### src/rtl/video_pkg.sv
// Shared definitions for the video test-pattern generator.
//   - default 640x480@60 timing constants
//   - pattern mode encoding
//   - 8-entry colour-bar table as {r,g,b} channel enables
package video_pkg;

   localparam int VGA_H_VISIBLE = 640;
   localparam int VGA_H_FRONT   = 16;
   localparam int VGA_H_SYNC    = 96;
   localparam int VGA_H_BACK    = 48;
   localparam int VGA_V_VISIBLE = 480;
   localparam int VGA_V_FRONT   = 10;
   localparam int VGA_V_SYNC    = 2;
   localparam int VGA_V_BACK    = 33;

   typedef enum logic [1:0] {
      PAT_BARS   = 2'd0,
      PAT_CHECK  = 2'd1,
      PAT_RAMP   = 2'd2,
      PAT_SCROLL = 2'd3
   } pattern_e;

   // white, yellow, cyan, green, magenta, red, blue, black
   function automatic logic [2:0] bar_rgb(input logic [2:0] idx);
      logic [2:0] rgb;
      case (idx)
         3'd0:    rgb = 3'b111;
         3'd1:    rgb = 3'b110;
         3'd2:    rgb = 3'b011;
         3'd3:    rgb = 3'b010;
         3'd4:    rgb = 3'b101;
         3'd5:    rgb = 3'b100;
         3'd6:    rgb = 3'b001;
         default: rgb = 3'b000;
      endcase
      return rgb;
   endfunction

endpackage

### src/rtl/video_timing_core.sv
// Raster counters and unregistered sync/active decode.
// Ports:
//   clk_pixel, rst      pixel clock, synchronous active-high reset
//   hcount, vcount      current raster position
//   hsync, vsync        sync levels at the configured polarity
//   active              position is inside the visible area
//   line_wrap           last pixel of a line (hcount wraps next)
//   frame_wrap          last pixel of the frame (both counters wrap next)
module video_timing_core
   import video_pkg::*;
#(
   parameter int H_VISIBLE = VGA_H_VISIBLE,
   parameter int H_FRONT   = VGA_H_FRONT,
   parameter int H_SYNC    = VGA_H_SYNC,
   parameter int H_BACK    = VGA_H_BACK,
   parameter int V_VISIBLE = VGA_V_VISIBLE,
   parameter int V_FRONT   = VGA_V_FRONT,
   parameter int V_SYNC    = VGA_V_SYNC,
   parameter int V_BACK    = VGA_V_BACK,
   parameter bit HSYNC_POL = 1'b0,
   parameter bit VSYNC_POL = 1'b0,
   localparam int H_TOTAL  = H_VISIBLE + H_FRONT + H_SYNC + H_BACK,
   localparam int V_TOTAL  = V_VISIBLE + V_FRONT + V_SYNC + V_BACK,
   localparam int HW       = $clog2(H_TOTAL + 1),
   localparam int VW       = $clog2(V_TOTAL + 1)
)(
   input  logic          clk_pixel,
   input  logic          rst,
   output logic [HW-1:0] hcount,
   output logic [VW-1:0] vcount,
   output logic          hsync,
   output logic          vsync,
   output logic          active,
   output logic          line_wrap,
   output logic          frame_wrap
);

   assign line_wrap  = (hcount == HW'(H_TOTAL - 1));
   assign frame_wrap = line_wrap && (vcount == VW'(V_TOTAL - 1));

   always_ff @(posedge clk_pixel) begin
      if (rst) begin
         hcount <= '0;
         vcount <= '0;
      end else if (line_wrap) begin
         hcount <= '0;
         vcount <= frame_wrap ? '0 : vcount + VW'(1);
      end else begin
         hcount <= hcount + HW'(1);
      end
   end

   always_comb begin
      hsync  = ((hcount >= HW'(H_VISIBLE + H_FRONT)) &&
                (hcount <  HW'(H_VISIBLE + H_FRONT + H_SYNC))) ? HSYNC_POL : ~HSYNC_POL;
      vsync  = ((vcount >= VW'(V_VISIBLE + V_FRONT)) &&
                (vcount <  VW'(V_VISIBLE + V_FRONT + V_SYNC))) ? VSYNC_POL : ~VSYNC_POL;
      active = (hcount < HW'(H_VISIBLE)) && (vcount < VW'(V_VISIBLE));
   end

endmodule

### src/rtl/video_pattern_gen.sv
// Parametrised VGA/DVI timing and test-pattern source.
// Ports:
//   clk_pixel, rst            pixel clock, synchronous active-high reset
//   mode                      pattern select, taken at frame boundaries
//   hsync, vsync              sync outputs
//   video_active              visible pixel
//   red, green, blue          pixel colour (zero outside visible area)
//   frame_start               one-cycle pulse with pixel (0,0)
//   frame_count               completed-frame counter, wraps at 256
// All outputs come from one register stage fed by the current counter state.
module video_pattern_gen
   import video_pkg::*;
#(
   parameter int H_VISIBLE  = VGA_H_VISIBLE,
   parameter int H_FRONT    = VGA_H_FRONT,
   parameter int H_SYNC     = VGA_H_SYNC,
   parameter int H_BACK     = VGA_H_BACK,
   parameter int V_VISIBLE  = VGA_V_VISIBLE,
   parameter int V_FRONT    = VGA_V_FRONT,
   parameter int V_SYNC     = VGA_V_SYNC,
   parameter int V_BACK     = VGA_V_BACK,
   parameter bit HSYNC_POL  = 1'b0,
   parameter bit VSYNC_POL  = 1'b0,
   parameter int COLOR_W    = 2,
   parameter int CHECK_LOG2 = 5
)(
   input  logic               clk_pixel,
   input  logic               rst,
   input  logic [1:0]         mode,
   output logic               hsync,
   output logic               vsync,
   output logic               video_active,
   output logic [COLOR_W-1:0] red,
   output logic [COLOR_W-1:0] green,
   output logic [COLOR_W-1:0] blue,
   output logic               frame_start,
   output logic [7:0]         frame_count
);

   localparam int H_TOTAL = H_VISIBLE + H_FRONT + H_SYNC + H_BACK;
   localparam int V_TOTAL = V_VISIBLE + V_FRONT + V_SYNC + V_BACK;
   localparam int HW      = $clog2(H_TOTAL + 1);
   localparam int VW      = $clog2(V_TOTAL + 1);
   localparam int BAR_W   = H_VISIBLE / 8;
   localparam int STEP    = H_VISIBLE >> COLOR_W;
   localparam logic [COLOR_W-1:0] MAX = '1;

   logic [HW-1:0] hcount;
   logic [VW-1:0] vcount;
   logic          hsync_c, vsync_c, active_c, line_wrap, frame_wrap;

   video_timing_core #(
      .H_VISIBLE (H_VISIBLE), .H_FRONT (H_FRONT), .H_SYNC (H_SYNC), .H_BACK (H_BACK),
      .V_VISIBLE (V_VISIBLE), .V_FRONT (V_FRONT), .V_SYNC (V_SYNC), .V_BACK (V_BACK),
      .HSYNC_POL (HSYNC_POL), .VSYNC_POL (VSYNC_POL)
   ) u_core (
      .clk_pixel  (clk_pixel),
      .rst        (rst),
      .hcount     (hcount),
      .vcount     (vcount),
      .hsync      (hsync_c),
      .vsync      (vsync_c),
      .active     (active_c),
      .line_wrap  (line_wrap),
      .frame_wrap (frame_wrap)
   );

   pattern_e mode_q;
   logic [7:0] fc_q;

   always_ff @(posedge clk_pixel) begin
      if (rst || frame_wrap) mode_q <= pattern_e'(mode);
      if (rst)               fc_q   <= '0;
      else if (frame_wrap)   fc_q   <= fc_q + 8'd1;
   end

   // Per-pixel division by BAR_W / STEP is done with running counters that
   // restart on every line. The scroll counter restarts at the frame's offset
   // (frame_count mod H_VISIBLE), tracked as a bar index plus position within
   // the bar; the 3-bit bar index wraps exactly at H_VISIBLE.
   logic [2:0]         bar_idx, sbar, start_bar, start_bar_nx;
   logic [HW-1:0]      bar_sub, ssub, start_sub, start_sub_nx, ramp_sub;
   logic [COLOR_W-1:0] ramp_idx;

   always_comb begin
      start_bar_nx = start_bar;
      start_sub_nx = start_sub;
      if (frame_wrap) begin
         if (fc_q == 8'hff) begin
            start_bar_nx = '0;
            start_sub_nx = '0;
         end else if (start_sub == HW'(BAR_W - 1)) begin
            start_bar_nx = start_bar + 3'd1;
            start_sub_nx = '0;
         end else begin
            start_sub_nx = start_sub + HW'(1);
         end
      end
   end

   always_ff @(posedge clk_pixel) begin
      if (rst) begin
         start_bar <= '0;
         start_sub <= '0;
      end else begin
         start_bar <= start_bar_nx;
         start_sub <= start_sub_nx;
      end

      if (rst || line_wrap) begin
         bar_idx  <= '0;
         bar_sub  <= '0;
         ramp_idx <= '0;
         ramp_sub <= '0;
         sbar     <= rst ? 3'd0 : start_bar_nx;
         ssub     <= rst ? '0   : start_sub_nx;
      end else begin
         if (bar_sub == HW'(BAR_W - 1)) begin
            bar_sub <= '0;
            bar_idx <= bar_idx + 3'd1;
         end else begin
            bar_sub <= bar_sub + HW'(1);
         end
         if (ssub == HW'(BAR_W - 1)) begin
            ssub <= '0;
            sbar <= sbar + 3'd1;
         end else begin
            ssub <= ssub + HW'(1);
         end
         if (ramp_sub == HW'(STEP - 1)) begin
            ramp_sub <= '0;
            if (ramp_idx != MAX) ramp_idx <= ramp_idx + COLOR_W'(1);
         end else begin
            ramp_sub <= ramp_sub + HW'(1);
         end
      end
   end

   logic               cx, cy;
   logic [2:0]         en;
   logic [COLOR_W-1:0] red_d, green_d, blue_d;

   assign cx = ((hcount >> CHECK_LOG2) & HW'(1)) != '0;
   assign cy = ((vcount >> CHECK_LOG2) & VW'(1)) != '0;

   always_comb begin
      en      = 3'b000;
      red_d   = '0;
      green_d = '0;
      blue_d  = '0;
      if (active_c) begin
         case (mode_q)
            PAT_BARS:   en = bar_rgb(bar_idx);
            PAT_CHECK:  en = (cx ^ cy) ? 3'b111 : 3'b000;
            PAT_SCROLL: en = bar_rgb(sbar);
            default:    en = 3'b000;
         endcase
         red_d   = en[2] ? MAX : '0;
         green_d = en[1] ? MAX : '0;
         blue_d  = en[0] ? MAX : '0;
         if (mode_q == PAT_RAMP) begin
            red_d   = ramp_idx;
            green_d = ramp_idx;
            blue_d  = ramp_idx;
         end
      end
   end

   always_ff @(posedge clk_pixel) begin
      if (rst) begin
         hsync        <= ~HSYNC_POL;
         vsync        <= ~VSYNC_POL;
         video_active <= 1'b0;
         red          <= '0;
         green        <= '0;
         blue         <= '0;
         frame_start  <= 1'b0;
         frame_count  <= '0;
      end else begin
         hsync        <= hsync_c;
         vsync        <= vsync_c;
         video_active <= active_c;
         red          <= red_d;
         green        <= green_d;
         blue         <= blue_d;
         frame_start  <= (hcount == '0) && (vcount == '0);
         frame_count  <= fc_q;
      end
   end

endmodule

### config.mk
export PLATFORM = sky130hd
export DESIGN_NAME = video_pattern_gen
export DESIGN_NICKNAME = d
export VERILOG_FILES = /design/src/rtl/video_pkg.sv /design/src/rtl/video_timing_core.sv /design/src/rtl/video_pattern_gen.sv
export SDC_FILE = /design/constraint.sdc
export NUM_CORES = 1
export LEC_CHECK = 0
export ABC_AREA = 1
export BUFFER_PORTS_ARGS = -buffer_cell sky130_fd_sc_hd__buf_2
export CORE_MARGIN = 2
export CORE_UTILIZATION = 55
export CTS_CLUSTER_SIZE = 12
export DETAILED_ROUTE_END_ITERATION = 8
export PLACE_DENSITY = 0.75
export SLEW_MARGIN = 20
export SYNTH_ARGS = -nofsm -noshare
export SYNTH_HDL_FRONTEND = slang
export SYNTH_SLANG_ARGS = --single-unit
### constraint.sdc
create_clock -name clk_pixel -period 1.65 [get_ports clk_pixel]
set_input_delay 0.4125 -clock clk_pixel [delete_from_list [all_inputs] [get_ports clk_pixel]]
set_output_delay 0.4125 -clock clk_pixel [all_outputs]
set_load 0.01 [all_outputs]
Word level (Yosys, flattened, before mapping)

Cells that the tools add are included.

Bits in latches: 0
Bits in writable memories: 0
Register bits: 99
Memories: 0
Memory bits (read-only): 0
Bits of input ports: 4
Output and inout bits: 18

$lt $le $gt $ge: 6
$add $sub $neg: 11
$mul: 0
Bitwise operators: 2
Eq/ne operators: 23
Shift-type cells: 0
Divide/modulo/power cells: 0
Muxes and demuxes: 26
Reduce and logical (&&, ||, !) cells: 18

Operator list:

| kind                                                                          | count |
|---|---|
| 10-bit two-way mux                                                            | 7 |
| 10-bit by 1-bit adder with 10-bit output, second input constant               | 6 |
| 3-bit one-hot mux with 7 select lines                                         | 2 |
| 10-bit by 7-bit equality test with 1-bit output, second input constant        | 3 |
| 3-bit two-way mux                                                             | 8 |
| 10-bit equality test, second input constant                                   | 2 |
| 10-bit logical NOT                                                            | 2 |
| 10-bit less-than comparator, second input constant                            | 2 |
| 10-bit by 9-bit less-than comparator with 1-bit output, second input constant | 2 |
| 3-bit equality test, second input constant                                    | 6 |
| 3-bit by 2-bit equality test with 1-bit output, second input constant         | 4 |
| 2-bit two-way mux                                                             | 6 |
| 10-bit by 8-bit equality test with 1-bit output, second input constant        | 1 |
| 10-bit >= comparator, second input constant                                   | 1 |
| 10-bit by 9-bit >= comparator with 1-bit output, second input constant        | 1 |
| 3-bit by 1-bit adder with 3-bit output, second input constant                 | 3 |
| 3-bit one-hot mux with 3 select lines                                         | 1 |
| 8-bit by 1-bit adder with 8-bit output, second input constant                 | 1 |
| 8-bit equality test, second input constant                                    | 1 |
| 2-bit OR reduction                                                            | 4 |
| 3-bit by 1-bit equality test with 1-bit output, second input constant         | 2 |
| 3-bit logical NOT                                                             | 2 |
| 1-bit logical AND                                                             | 5 |
| 2-bit equality test, second input constant                                    | 2 |
| other kinds (10)                                                              | 12 |

Logic depth before layout (Yosys ltp)

Depth after elaboration: 6
Depth in mapped cells: 12
Mapped depth without buffers: 12

Modules after synthesis

From an unflattened synthesis, not the netlist that was laid out.

Cells, all modules: 649
Area total of the unflattened synthesis: 5009.8 sq um

By module, submodules not included:

| module            | instances | seq. area each (sq um) | cells each | area an instance (sq um) |
|---|---|---|---|---|
| video_pattern_gen | 1         | 1631.6                 | 476        | 3736.1 |
| video_timing_core | 1         | 400.4                  | 173        | 1273.7 |

Least setup slack after synthesis

OpenSTA, ideal clock, no wires.

Path type: register to register
From: register u_core.hcount[0]
To: register sbar[2] (data pin)
Setup time: 254 ps
Path buffers: 1
Slack: -22 ps
Data arrival time: 1418 ps
Period minus slack after synthesis: 1672 ps
Stages on the path, launching flop included: 10
Cells stage by stage: dfxtp_1 ha_1 nand2_2 nor2_4 nand4_4 nor2_8 buf_6 nand3_1 nand4_1 nand2_1

Cells in the longest elaborated chain, start to end: 5
Elaborated cells between the ends (all ways): 6
Those cells by class: eq/ne: 1; mux: 3; reduce/logical: 2

Ends and longest elaborated chain:

| element                | line                     | RTL |
|---|---|---|
| from (decl)            | video_timing_core.sv:29  | `output logic [HW-1:0] hcount,` |
| from (signal assigned) | video_timing_core.sv:49  | `hcount <= hcount + HW'(1);` |
| 10-bit equality test * | video_timing_core.sv:38  | `assign line_wrap = (hcount == HW'(H_TOTAL - 1));` |
| 1-bit logical AND      | video_timing_core.sv:39  | `assign frame_wrap = line_wrap && (vcount == VW'(V_TOTAL - 1));` |
| 3-bit two-way mux      | video_pattern_gen.sv:88  | `if (frame_wrap) begin` |
| 3-bit two-way mux      | -                        |  |
| 3-bit two-way mux *    | video_pattern_gen.sv:110 | `if (rst \|\| line_wrap) begin` |
| to (signal assigned)   | video_pattern_gen.sv:115 | `sbar <= rst ? 3'd0 : start_bar_nx;` |
| to (signal assigned)   | video_pattern_gen.sv:126 | `sbar <= sbar + 3'd1;` |
| to (decl)              | video_pattern_gen.sv:81  | `logic [2:0] bar_idx, sbar, start_bar, start_bar_nx;` |

Every way passes the cells marked *; elsewhere a longest branch is shown, timed or not.
A chain may end at the register's enable or synchronous reset.

Worst setup path in the final report

From: register u_core.vcount[1]
To: register sbar[2] (data pin)

Cells in the longest elaborated chain, start to end: 5

Ends and longest elaborated chain:

| element                | line                     | RTL |
|---|---|---|
| from (decl)            | video_timing_core.sv:30  | `output logic [VW-1:0] vcount,` |
| from (signal assigned) | video_timing_core.sv:47  | `vcount <= frame_wrap ? '0 : vcount + VW'(1);` |
| 10-bit equality test   | video_timing_core.sv:39  |  |
| 1-bit logical AND      | video_timing_core.sv:39  |  |
| 3-bit two-way mux      | video_pattern_gen.sv:88  |  |
| 3-bit two-way mux      | -                        |  |
| 3-bit two-way mux      | video_pattern_gen.sv:110 |  |

Every way passes these cells.

==> results by group <==
CTS
  – CTS sink cnt: 99
  – TritonCTS clock tree: done
  – Clock-pin slew on the worst setup and hold paths: 0.09 ns
  – Clock Latency Late Sink: 0.37 ns
  – CTS H-tree lvls: 3
  – Root buf cell: clkbuf_8
  – Maximum clock insertion buffer count: 2
  – Hold-fix buffer count after cts: 0
  – Clock buffers created by TritonCTS: 9

Power and ir drop
  – Sw Ratio: 24.14%
  – Flop pwr share: 60.7%
  – Net load switching power: 0.9857 mW
  – Pwr dens: 703.8 mW/mm^2
  – VDD IR max: 0.6361 mV
  – Final Power: 4.084 mW
  – Lkg Pwr: 2.598 nW
  – Combinational share of power: 6.1%
  – Cell-internal power: 3.098 mW
  – Clock power frac: 33.2%

Cells and area
  – Layout area overhead: 19.94%
  – Post-layout util: 67.18%
  – Layout cell share with drive strength beyond 1: 21.23%
  – Diodes inserted: 0
  – Cell area after layout: 0.005802 sq mm
  – Layout Cells excl Fill: 838
  – Fin nets: 751

Routing
  – Pre-antenna DRT Iters: 5
  – Routed wire per std cell: 12.64 um
  – DRT iter0 DRCs: 160
  – Vias per Instance: 5.236
  – Final WL: 10.59 mm
  – Vias: 4388
  – Drc violations: 0
  – Antenna viol nets, final: 0

Worst setup path
  – Max incr delay on CP: 0.33 ns
  – Highest net fanout along the worst path: 5
  – Crit path capture type: register
  – Top Family by Delay on Critical Path: simple AND/OR/NAND/NOR gates
  – Reg2Reg Depth: 11
  – WP data required: 1.89 ns
  – Crit path cell chain: inv_2, ha_4, nand3_2, nor2_2, nand2_2, nor2_8, buf_6, nand2_2, nand2_2, nand4_1, nand2_1
  – CP bufs+invs: 2
  – Worst reg2reg setup slack: -0.005 ns
  – WS Path Type: reg -> reg
  – Worst EP arrival: 1.89 ns
  – Slowest stage cell, crit path: dfxtp_2
  – FF-to-FF End: sbar[2]
  – Worst r2r src: u_core.vcount[1]
  – Worst setup SP type: register
  – Most frequent CP cell: nand2_2

Hold path
  – Worst hold start: mode[1]
  – Min-Delay Path Depth: 1
  – HP Class: in -> reg
  – Worst min-delay path endpoint: mode_q[1]

STA
  – Max-Slew Margin vs Limit: 78.00%
  – Final min period: 1.655 ns
  – Setup TNS: -0.005124 ns
  – Final hold slack: 0.2181 ns
  – Final period util: 100.3%
  – Final worst slack: -0.005124 ns
  – Fmax: 604.2 MHz
  – RSZ-0062 raised after global routing: true
  – Final Max Tran Viols: 0
  – Worst Skew: 0.007038 ns
  – Worst-margin pin slew: 0.3282 ns
  – Hold Vio Cnt, Final: 0
  – Finish-stage setup viols: 1

Synth
  – Top-count cell post-synth: nand2_1
  – Cells after Synth: 651
  – Flop and latch count out of synthesis: 99
  – EDFF count, synth: 5
  – Synth Area per Inst: 7.430 sq um
  – Post-synth top cells: 129 x nand2_1, 94 x dfxtp_1, 94 x inv_1, 83 x nor2_1, 56 x nand3_1
  – Area leader, netlist: dfxtp_1
  – Post-synth cell types: 43
  – Cell Area, Synth: 0.004837 sq mm
  – Synth Warn #: 0
  – Post-synth net total: 676
  – FFs w/ async S/R, synth: 0%
  – Area contributors post-synth: dfxtp_1 39%, nand2_1 10%, inv_1 7.3%
  – Post-synth top area share: 38.90%
  – Register area share after synthesis: 42.01%
  – Main synth FF type: dfxtp_1

Global route
  – First-pass GRT wire length: 17.73 mm
  – Largest net degree at the start of global routing: 16
  – Tot GR Track Use: 22.27%
  – Congestion Overflow GR: 0
  – Initial antenna violation count: 0
  – Vias in the first global route: 4286

Die
  – Core area: 0.008636 sq mm
  – Ports: 22
  – Die area: 0.009561 sq mm
  – Rows: 34
  – Initial Util: 56.01%
  – Die Width: 97.78 um
  – Die height: 97.78 um

Placement
  – Setup WS pre-CTS: -0.02739 ns
  – Port buffer count: 21
  – Area after DPL: 0.005364 sq mm
  – GP Congestion: 0.8943
  – Hpwl dp: 7.634 mm
  – Placed insts: 815

Status
  – Failing checks: setup timing
  – Status: finished, violations left

Flow run
  – Max-Cap Viols: 0
-- worst max-delay path by stage --
stage                         to             start  cells after the start
floorplan                sbar[0]  u_core.hcount[1]                      9
global placement         sbar[0]           ssub[0]                      8
detailed placement       sbar[0]           ssub[0]                      8
CTS                 start_sub[6]  u_core.vcount[0]                     10
global route             sbar[2]  u_core.hcount[1]                     10
finish                   sbar[2]  u_core.vcount[1]                     11
-- power groups by stage --
stage	clock, mW	sequential, mW	combinational (mW)
6_report	1.36	2.48	0.249
5_1_grt	1.49	2.49	0.281
4_1_cts	1.41	2.48	0.233
3_5_place_dp	0	2.54	0.231
3_3_place_gp	0	2.53	0.220
2_1_floorplan	0	2.54	0.140
-- cell type report --
| type | count | area (sq um) |
|---|---|---|
| multi-input combinational | 445 | 2562 |
| tap | 108 | 135.1 |
| sequential | 99 | 2037 |
| clock inverter | 4 | 27.53 |
| fill | 737 | 2834 |
| clock buffer | 11 | 131.4 |
| inverter | 99 | 381.6 |
| timing repair buffer | 72 | 526.8 |
-- cells by family (layout without fill, tap and decap cells) --
group                    after synthesis  in the layout  synth area share, %
adder cells (fa/ha/maj)               21             21                5.432
XOR/XNOR                              11             11                1.992
AND/OR/NAND/NOR                      346            348                33.78
flip-flops                            99             99                42.01
AO/OA/AOI/OAI                         65             65                7.424
buffers and inverters                109            186                9.364
-- metal layers --
layer	up-vias	track usage [%]	part of all wire, %
li1	2253	-	-
met1	2021	25.20	43
met2	91	40.00	51
met4	0	8.974	2.2
met3	23	5.727	3.9
met5	-	0	0
-- state kept, by name, summed over array words and instances, names as in the netlist, 3 cells and up --
name	count
bar_idx	3
bar_sub	10
fc_q	8
frame_count	8
ramp_sub	10
sbar	3
ssub	10
start_bar	3
start_sub	10
u_core.hcount	10
u_core.vcount	10
-- cells in the final DEF (no fill, tap or decap), drive strengths merged, types with 5 or more instances in the layout --
cell	Yosys	layout
nor2	91	92
a21oi	25	25
edfxtp	5	5
xor2	10	10
ha	21	21
nand2	134	135
nand4	17	17
inv	99	100
nor3b	10	10
nand3	58	58
buf	8	72
nor3	22	22
dfxtp	94	94
clkbuf	2	11
o21ai	28	28
-- timing repair --
action,in CTS,in global routing
buffers inserted,1,5
cloned,0,2
endpoints found under the setup margin,10,58
pin swaps,1,22
resized for setup,4,59
Note: power is estimated with default switching activity, not from simulation.
